**config.mk**
```make
export PLATFORM = sky130hd
export DESIGN_NAME = wb_port_arbiter
export DESIGN_NICKNAME = d
export VERILOG_FILES = /design/src/rtl/wb_port_arbiter.sv
export SDC_FILE = /design/constraint.sdc
export NUM_CORES = 1
export LEC_CHECK = 0
export CORE_MARGIN = 2
export CORE_UTILIZATION = 49
export CTS_CLUSTER_SIZE = 40
export DETAILED_ROUTE_END_ITERATION = 10
export PLACE_DENSITY = 0.86
export SLEW_MARGIN = 30
export SYNTH_ARGS = -nofsm -noshare
export SYNTH_HDL_FRONTEND = slang
export SYNTH_SLANG_ARGS = --single-unit
```
**constraint.sdc**
```tcl
create_clock -name clk -period 3.9 [get_ports clk]
set_clock_uncertainty 0.2 [all_clocks]
set_input_delay 0.78 -clock clk [delete_from_list [all_inputs] [get_ports clk]]
set_output_delay 0.78 -clock clk [all_outputs]
set_load 0.01 [all_outputs]
```
**src/rtl/wb_port_arbiter.sv**
```systemverilog
// Register-file write-port arbiter: pipeline write vs. buffered divider results, 1-cycle registered output.
// Latency 1 cycle from grant to reg_*; backpressure via div_ready_o (FIFO full) and hold_flag_o (forced drain).
module wb_port_arbiter #(
    parameter int DIV_FIFO_DEPTH = 2,
    parameter int STARVE_LIMIT   = 4
) (
    input  logic        clk,
    input  logic        rst,
    input  logic        pipe_we_i,
    input  logic [4:0]  pipe_waddr_i,
    input  logic [31:0] pipe_wdata_i,
    input  logic        int_assert_i,
    input  logic        div_we_i,
    input  logic [4:0]  div_waddr_i,
    input  logic [31:0] div_wdata_i,
    output logic        div_ready_o,
    input  logic [4:0]  pend_raddr_i,
    output logic        pend_o,
    output logic        reg_we_o,
    output logic [4:0]  reg_waddr_o,
    output logic [31:0] reg_wdata_o,
    output logic        hold_flag_o,
    output logic        overflow_o
);
    localparam int PW = (DIV_FIFO_DEPTH > 1) ? $clog2(DIV_FIFO_DEPTH) : 1;
    localparam int CW = $clog2(DIV_FIFO_DEPTH + 1);
    localparam int SW = $clog2(STARVE_LIMIT + 1);

    logic [4:0]                f_addr [DIV_FIFO_DEPTH];
    logic [31:0]               f_data [DIV_FIFO_DEPTH];
    logic [DIV_FIFO_DEPTH-1:0] f_live;
    logic [PW-1:0]             rd_ptr;
    logic [PW-1:0]             wr_ptr;
    logic [CW-1:0]             count;
    logic [SW-1:0]             starve;

    logic        empty, full, pw, force_pop, pipe_commit, pop, bypass, push, drop;
    logic        nxt_we;
    logic [4:0]  nxt_addr;
    logic [31:0] nxt_data;

    function automatic logic [PW-1:0] ptr_inc(input logic [PW-1:0] p);
        return (p == PW'(DIV_FIFO_DEPTH - 1)) ? '0 : p + 1'b1;
    endfunction

    assign empty       = (count == '0);
    assign full        = (count == CW'(DIV_FIFO_DEPTH));
    assign pw          = pipe_we_i & ~int_assert_i;
    assign force_pop   = ~empty & (starve == SW'(STARVE_LIMIT));
    assign pipe_commit = pw & ~force_pop;
    assign pop         = force_pop | (~pw & ~empty);
    assign bypass      = empty & ~pw & div_we_i;
    assign push        = div_we_i & ~bypass & ~full;
    assign drop        = div_we_i & ~bypass & full;

    assign div_ready_o = ~full;
    assign hold_flag_o = force_pop & pw;

    always_comb begin
        pend_o = 1'b0;
        for (int i = 0; i < DIV_FIFO_DEPTH; i++) begin
            if (f_live[i] && (f_addr[i] == pend_raddr_i)) pend_o = 1'b1;
        end
        if (pend_raddr_i == 5'd0) pend_o = 1'b0;
    end

    // Invalidated heads and x0 targets still consume their grant but never write.
    always_comb begin
        nxt_we   = 1'b0;
        nxt_addr = 5'd0;
        nxt_data = 32'd0;
        if (pop) begin
            nxt_we   = f_live[rd_ptr] && (f_addr[rd_ptr] != 5'd0);
            nxt_addr = f_addr[rd_ptr];
            nxt_data = f_data[rd_ptr];
        end else if (pipe_commit) begin
            nxt_we   = (pipe_waddr_i != 5'd0);
            nxt_addr = pipe_waddr_i;
            nxt_data = pipe_wdata_i;
        end else if (bypass) begin
            nxt_we   = (div_waddr_i != 5'd0);
            nxt_addr = div_waddr_i;
            nxt_data = div_wdata_i;
        end
    end

    always_ff @(posedge clk) begin
        if (push) begin
            f_addr[wr_ptr] <= div_waddr_i;
            f_data[wr_ptr] <= div_wdata_i;
        end
    end

    always_ff @(posedge clk or negedge rst) begin
        if (!rst) begin
            f_live     <= '0;
            rd_ptr     <= '0;
            wr_ptr     <= '0;
            count      <= '0;
            starve     <= '0;
            overflow_o <= 1'b0;
        end else begin
            // A committed pipe write supersedes older queued results to the same register.
            if (pipe_commit) begin
                for (int i = 0; i < DIV_FIFO_DEPTH; i++) begin
                    if (f_addr[i] == pipe_waddr_i) f_live[i] <= 1'b0;
                end
            end
            if (pop) begin
                f_live[rd_ptr] <= 1'b0;
                rd_ptr         <= ptr_inc(rd_ptr);
            end
            if (push) begin
                f_live[wr_ptr] <= 1'b1;
                wr_ptr         <= ptr_inc(wr_ptr);
            end
            if (push && !pop)      count <= count + 1'b1;
            else if (pop && !push) count <= count - 1'b1;
            if (drop) overflow_o <= 1'b1;
            if (pop)                                         starve <= '0;
            else if (!empty && starve != SW'(STARVE_LIMIT)) starve <= starve + 1'b1;
        end
    end

    always_ff @(posedge clk or negedge rst) begin
        if (!rst) begin
            reg_we_o    <= 1'b0;
            reg_waddr_o <= 5'd0;
            reg_wdata_o <= 32'd0;
        end else begin
            reg_we_o    <= nxt_we;
            reg_waddr_o <= nxt_addr;
            reg_wdata_o <= nxt_data;
        end
    end
endmodule

```
# Yosys cells after proc, flatten, opt, wreduce, memory -nomap -nowiden
# Memory sizes are Yosys's and may differ from the RTL's.
# Index checks and enable logic that the tools add are counted.
# Widths: inputs -> output; s select.
# word_totals
register_bits	48
mem_bits_rw	74
in_bits	84
out_inout_bits	42
elab_cells	96
n_memories	2
# classes
n_addsub	5
n_lt_le_gt_ge	4
eq_ne	7
mux	31
n_bitwise	20
n_reduce_logical	18
# memory_table
name	words	width	rd	rd_ports_with_merged_regs	write_ports	line	source
f_data	2	32	1	0	1	30	logic [31:0] f_data [DIV_FIFO_DEPTH];
f_addr	2	5	3	0	1	29	logic [4:0] f_addr [DIV_FIFO_DEPTH];
# ops
cell	n
$mux 32	3
$eq 5x5->1	4
$mux 1	16
$mux 5	3
$reduce_bool 5->1	3
$and 1x1->1	10
$mux 2	5
$logic_and 1x1->1	8
$mux 3	2
$not 1->1	6
$logic_not 5->1	1
$lt 1x2->1 const B	2
$reduce_bool 2->1	2
$add 3x1->3 const B	1
$eq 3x3->1 const B	1
$logic_not 1->1	3
$ne 3x3->1 const B	1
$add 1x1->1 const B	2
$add 2x1->2 const B	1
$and 2x2->2	1
$demux 1 s1	2
$eq 2x2->1 const B	1
$ge 1x1->1 const B	2
$logic_not 2->1	1
4 further kinds	4

# Logic depth before layout (Yosys ltp)
# Gate-level depths: netlist of the first run.
# logic_depth
ltp_word	12
depth_mapped	9
depth_no_buf	8

# Worst setup path after synthesis of the first run
# No wires, ideal clock.
# synth_path
path_type	in2reg
start	input int_assert_i
end	memory f_addr[0][0], enable pin
setup_time_ps	431
arrival_ps	2859
t_required_ps	3269
path_slack_ps	410
cell_stages	5
n_path_buf	1
path_cell_list	nand2b_1 -> buf_4 -> nor2_1 -> o21ai_0 -> nor2_1
# synth_via
elab_chain_len	10
# synth_rtl
element	line	source
start: declaration	12	input logic int_assert_i,
$not 1->1	48	assign pw = pipe_we_i & ~int_assert_i;
$and 1x1->1	48	
$not 1->1	52	assign bypass = empty & ~pw & div_we_i;
$and 1x1->1 (2 in a row)	52	
$not 1->1	53	assign push = div_we_i & ~bypass & ~full;
$and 1x1->1 (2 in a row)	53	
$mux 1	88	if (push) begin
$mux 1 (implied by the code)	89	f_addr[wr_ptr] <= div_waddr_i;
end: declaration	29	
# Every way passes these cells.

# Worst setup path after layout of the first run
# layout_path
start	input pend_raddr_i[0]
end	output pend_o
# layout_via
elab_chain_len	5
word_cells_on_any_way	8
classes_between	2 x eq/ne; 3 x mux; 3 x reduce/logical
# layout_rtl
element	line	source
start: declaration	17	input logic [4:0] pend_raddr_i,
$eq 5x5->1	62	if (f_live[i] && (f_addr[i] == pend_raddr_i)) pend_o = 1'b1;
$logic_and 1x1->1	62	
$mux 1 (2 in a row)	62	
$mux 1 *	64	if (pend_raddr_i == 5'd0) pend_o = 1'b0;
end: declaration	18	output logic pend_o,
# Mark *: on every way between the ends. The rest lies on a longest branch, timed or not.

==> reports/qor.txt, run 1 <==
status - finished clean
antenna violations before repair - 0
Slew @ Worst Pin - 0.643 ns
post-CTS setup buffer count - 0
Req. time, crit path - 2.92 ns
final core occ - 70.9%
cells after synthesis - 336
crit path launch - pend_raddr_i[0]
Seq cells post-synth - 122
antenna cells - 0
clk slew on worst S/H paths - 0.06 ns
Die Wd - 105 um
Ports - 126
fmax - 284 MHz
dominant cells by area after synthesis - edfxtp_1 (45%), dfrtp_1 (24%), mux2i_1 (7.7%), a22oi_1 (5.5%), o21ai_0 (4.3%)
Post-Route WL - 10,900 um
Synth area leader - edfxtp_1
hold_buf cts - 0
HPWL after DPL - 7050 um
Post-Syn Nets - 423
worst vdd ir - 353 uV
full die area - 0.0109 mm^2
Setup TNS - 0 ns
chip height - 105 um
htree depth - 4
area share of the largest cell type after synthesis - 44.9%
number of global-route vias before repair - 3,472
GRT Total Usage - 21.0%
Placed Area - 0.00633 mm^2
Max Cap Viol - 0
area grow syn2layout - 40.0%
largest net degree at the start of global routing - 49
# DRC - 0
CTS max path bufs - 2
min Tclk post-route - 3.52 ns
Rows - 36
CTS resizes - 0
Initial Utilization - 50.7%
CP arrival - 2.54 ns
Final setup viols - 0
Syn Area/Cell - 14.7 um^2
total CTS buffers - 17
share of cells above drive strength 1 - 9.34%
Slew Limit Headroom - 57.0%
clock root buffer - clkbuf_8
static leakage - 2.61 nW
worst skew pair latency - 0.50 ns
Iter 0 DRT Violations - 174
Final Wtd Congestion - 0.807
Hold Fails Final Rpt - 0
distinct cell type count after synthesis - 37
Via density - 5.44
first-pass GRT wire length - 17,500 um
via count - 3,344
crit-path max FO - 3
register area share after synthesis - 69.1%
GRT overflow - 0
CP Capture Type - output pin
RR Startpoint - starve[0]$_DFFE_PN0P_
drt wl/cell - 17.7 um
post-route cell area - 0.00693 mm^2
Hold Path Class - input port to asynchronous set/reset pin
final cycle utilization of the critical path - 90.4%
Nets - 556
remaining antenna violation count after routing - 0
R2R cell count - 7
Pins Over Slew Limit - 0
pwr/cell area - 710 mW/mm^2
CP Class - input port to output pin
router iterations before antenna repair - 5
area of the core - 0.00977 mm^2
clk sinks - 122
RSZ-0062 raised after global routing - false
Yosys warnings - 0
clock tree from TritonCTS - done
port buffer count - 125
synthesized area - 0.00495 mm^2
Worst setup SP type - input port
power by group:
group	total, mW	switching, mW	internal (mW)	leakage [nW]
Sequential	1.97	0.195	1.78	1.26
Combinational	1.38	0.666	0.713	1.06
Clock	1.57	0.581	0.990	0.286
final cells by class:
type                            count  area [um^2]
Sequential cell                   122         3420
Fill cell                         685         2840
Multi-Input combinational cell    191         1420
Timing Repair Buffer              132         1300
Clock buffer                       18          418
Clock inverter                     14          185
Tap cell                          133          166
Inverter                            5         18.8
Yosys cell counts (all sizes together):
| library cell | number |
|---|---|
| ha | 3 |
| o311ai | 1 |
| a32o | 1 |
| and3 | 1 |
| xnor2 | 9 |
| o22ai | 1 |
| nand2b | 3 |
| xor2 | 16 |
| or4 | 3 |
| mux2i | 38 |
| and4 | 1 |
| nor3b | 1 |
| o21ai | 45 |
| or2 | 1 |
| nand3 | 3 |
| edfxtp | 74 |
| a221o | 1 |
| inv | 5 |
| a21oi | 3 |
| nor2 | 10 |
| nand4 | 1 |
| nand2 | 4 |
| dfrtp | 48 |
| and2 | 1 |
| buf | 15 |
| nor4 | 2 |
| a22oi | 36 |
| clkbuf | 3 |
| o21bai | 1 |
| nor3 | 4 |
| o211ai | 1 |
flip-flops by register name, summed over array words and instances, names as in the netlist:
register,flops
count,2
rd_ptr,1
starve,3
reg_wdata_o,32
f_live,2
reg_waddr_o,5
overflow_o,1
f_addr,10
reg_we_o,1
f_data,64
wr_ptr,1
critical path: stages:
cell,delay [ns]
clkdlybuf4s50_1,0.49
xor2_1,0.18
nor4_1,0.27
nand3_1,0.11
a21oi_1,0.16
clkdlybuf4s50_1,0.55
final timing paths:
path	slack (ns)	end
max reg2reg	1.49	reg_wdata_o[20]$_DFF_PN0_
max in group asynchronous	2.92	rd_ptr$_DFFE_PN0N_
min in group clk	0.27	overflow_o$_DFFE_PN0P_
max	0.38	pend_o
min	0.11	reg_wdata_o[7]$_DFF_PN0_
min reg2reg	0.27	overflow_o$_DFFE_PN0P_
metrics by stage:
stage	setup slack [ns]	std cells	hold WS, ns	power [mW]
floorplan	0.410	336	0.275	2.69
global placement	0.448	583	0.262	3.34
global route	0.294	615	0.137	5.16
detailed placement	0.384	583	0.265	3.39
finish	0.376	615	0.110	4.92
CTS	0.376	615	0.114	4.97
cell usage in the layout, fill, tap and decap left out, types with 2 or more instances in the layout:
master	n
o21ai_0	43
clkdlybuf4s50_1	124
a22oi_1	36
nand2b_1	3
buf_4	8
ha_1	3
inv_1	5
clkbuf_16	16
nand2_1	4
nand3_1	3
clkinvlp_4	3
nor2_1	8
edfxtp_1	74
xnor2_1	9
a21oi_1	2
nor4_1	2
xor2_1	16
or4_1	3
bufinv_16	3
inv_6	6
dfrtp_1	47
nor3_1	4
mux2i_1	38
nor2_4	2
cell families (layout without fill, tap and decap cells):
family,count (synthesis),after routing,synth area share [%]
and+or+nand+nor,35,35,3.74
buffers and inverters,23,169,2.65
muxes,38,38,7.68
xor gates and xnor gates,25,25,4.42
adders and majority gates,3,3,0.758
DFF,122,122,69.1
AOI/OAI and AO/OA,90,90,11.6
routing by layer:
metal	GRT usage (%)	share of wire, %
met3	5.49	6.2
met1	24.9	39
met5	0	0
met2	37.2	54
met4	7.05	0.95
Note: power is estimated with default switching activity, not from simulation.
==> inputs of run 2 (changes only) <==
- CTS_CLUSTER_SIZE: 40 -> 24
==> results of run 2 <==
Same layout as run 1: the final DEF is identical, and so are final timing and power.
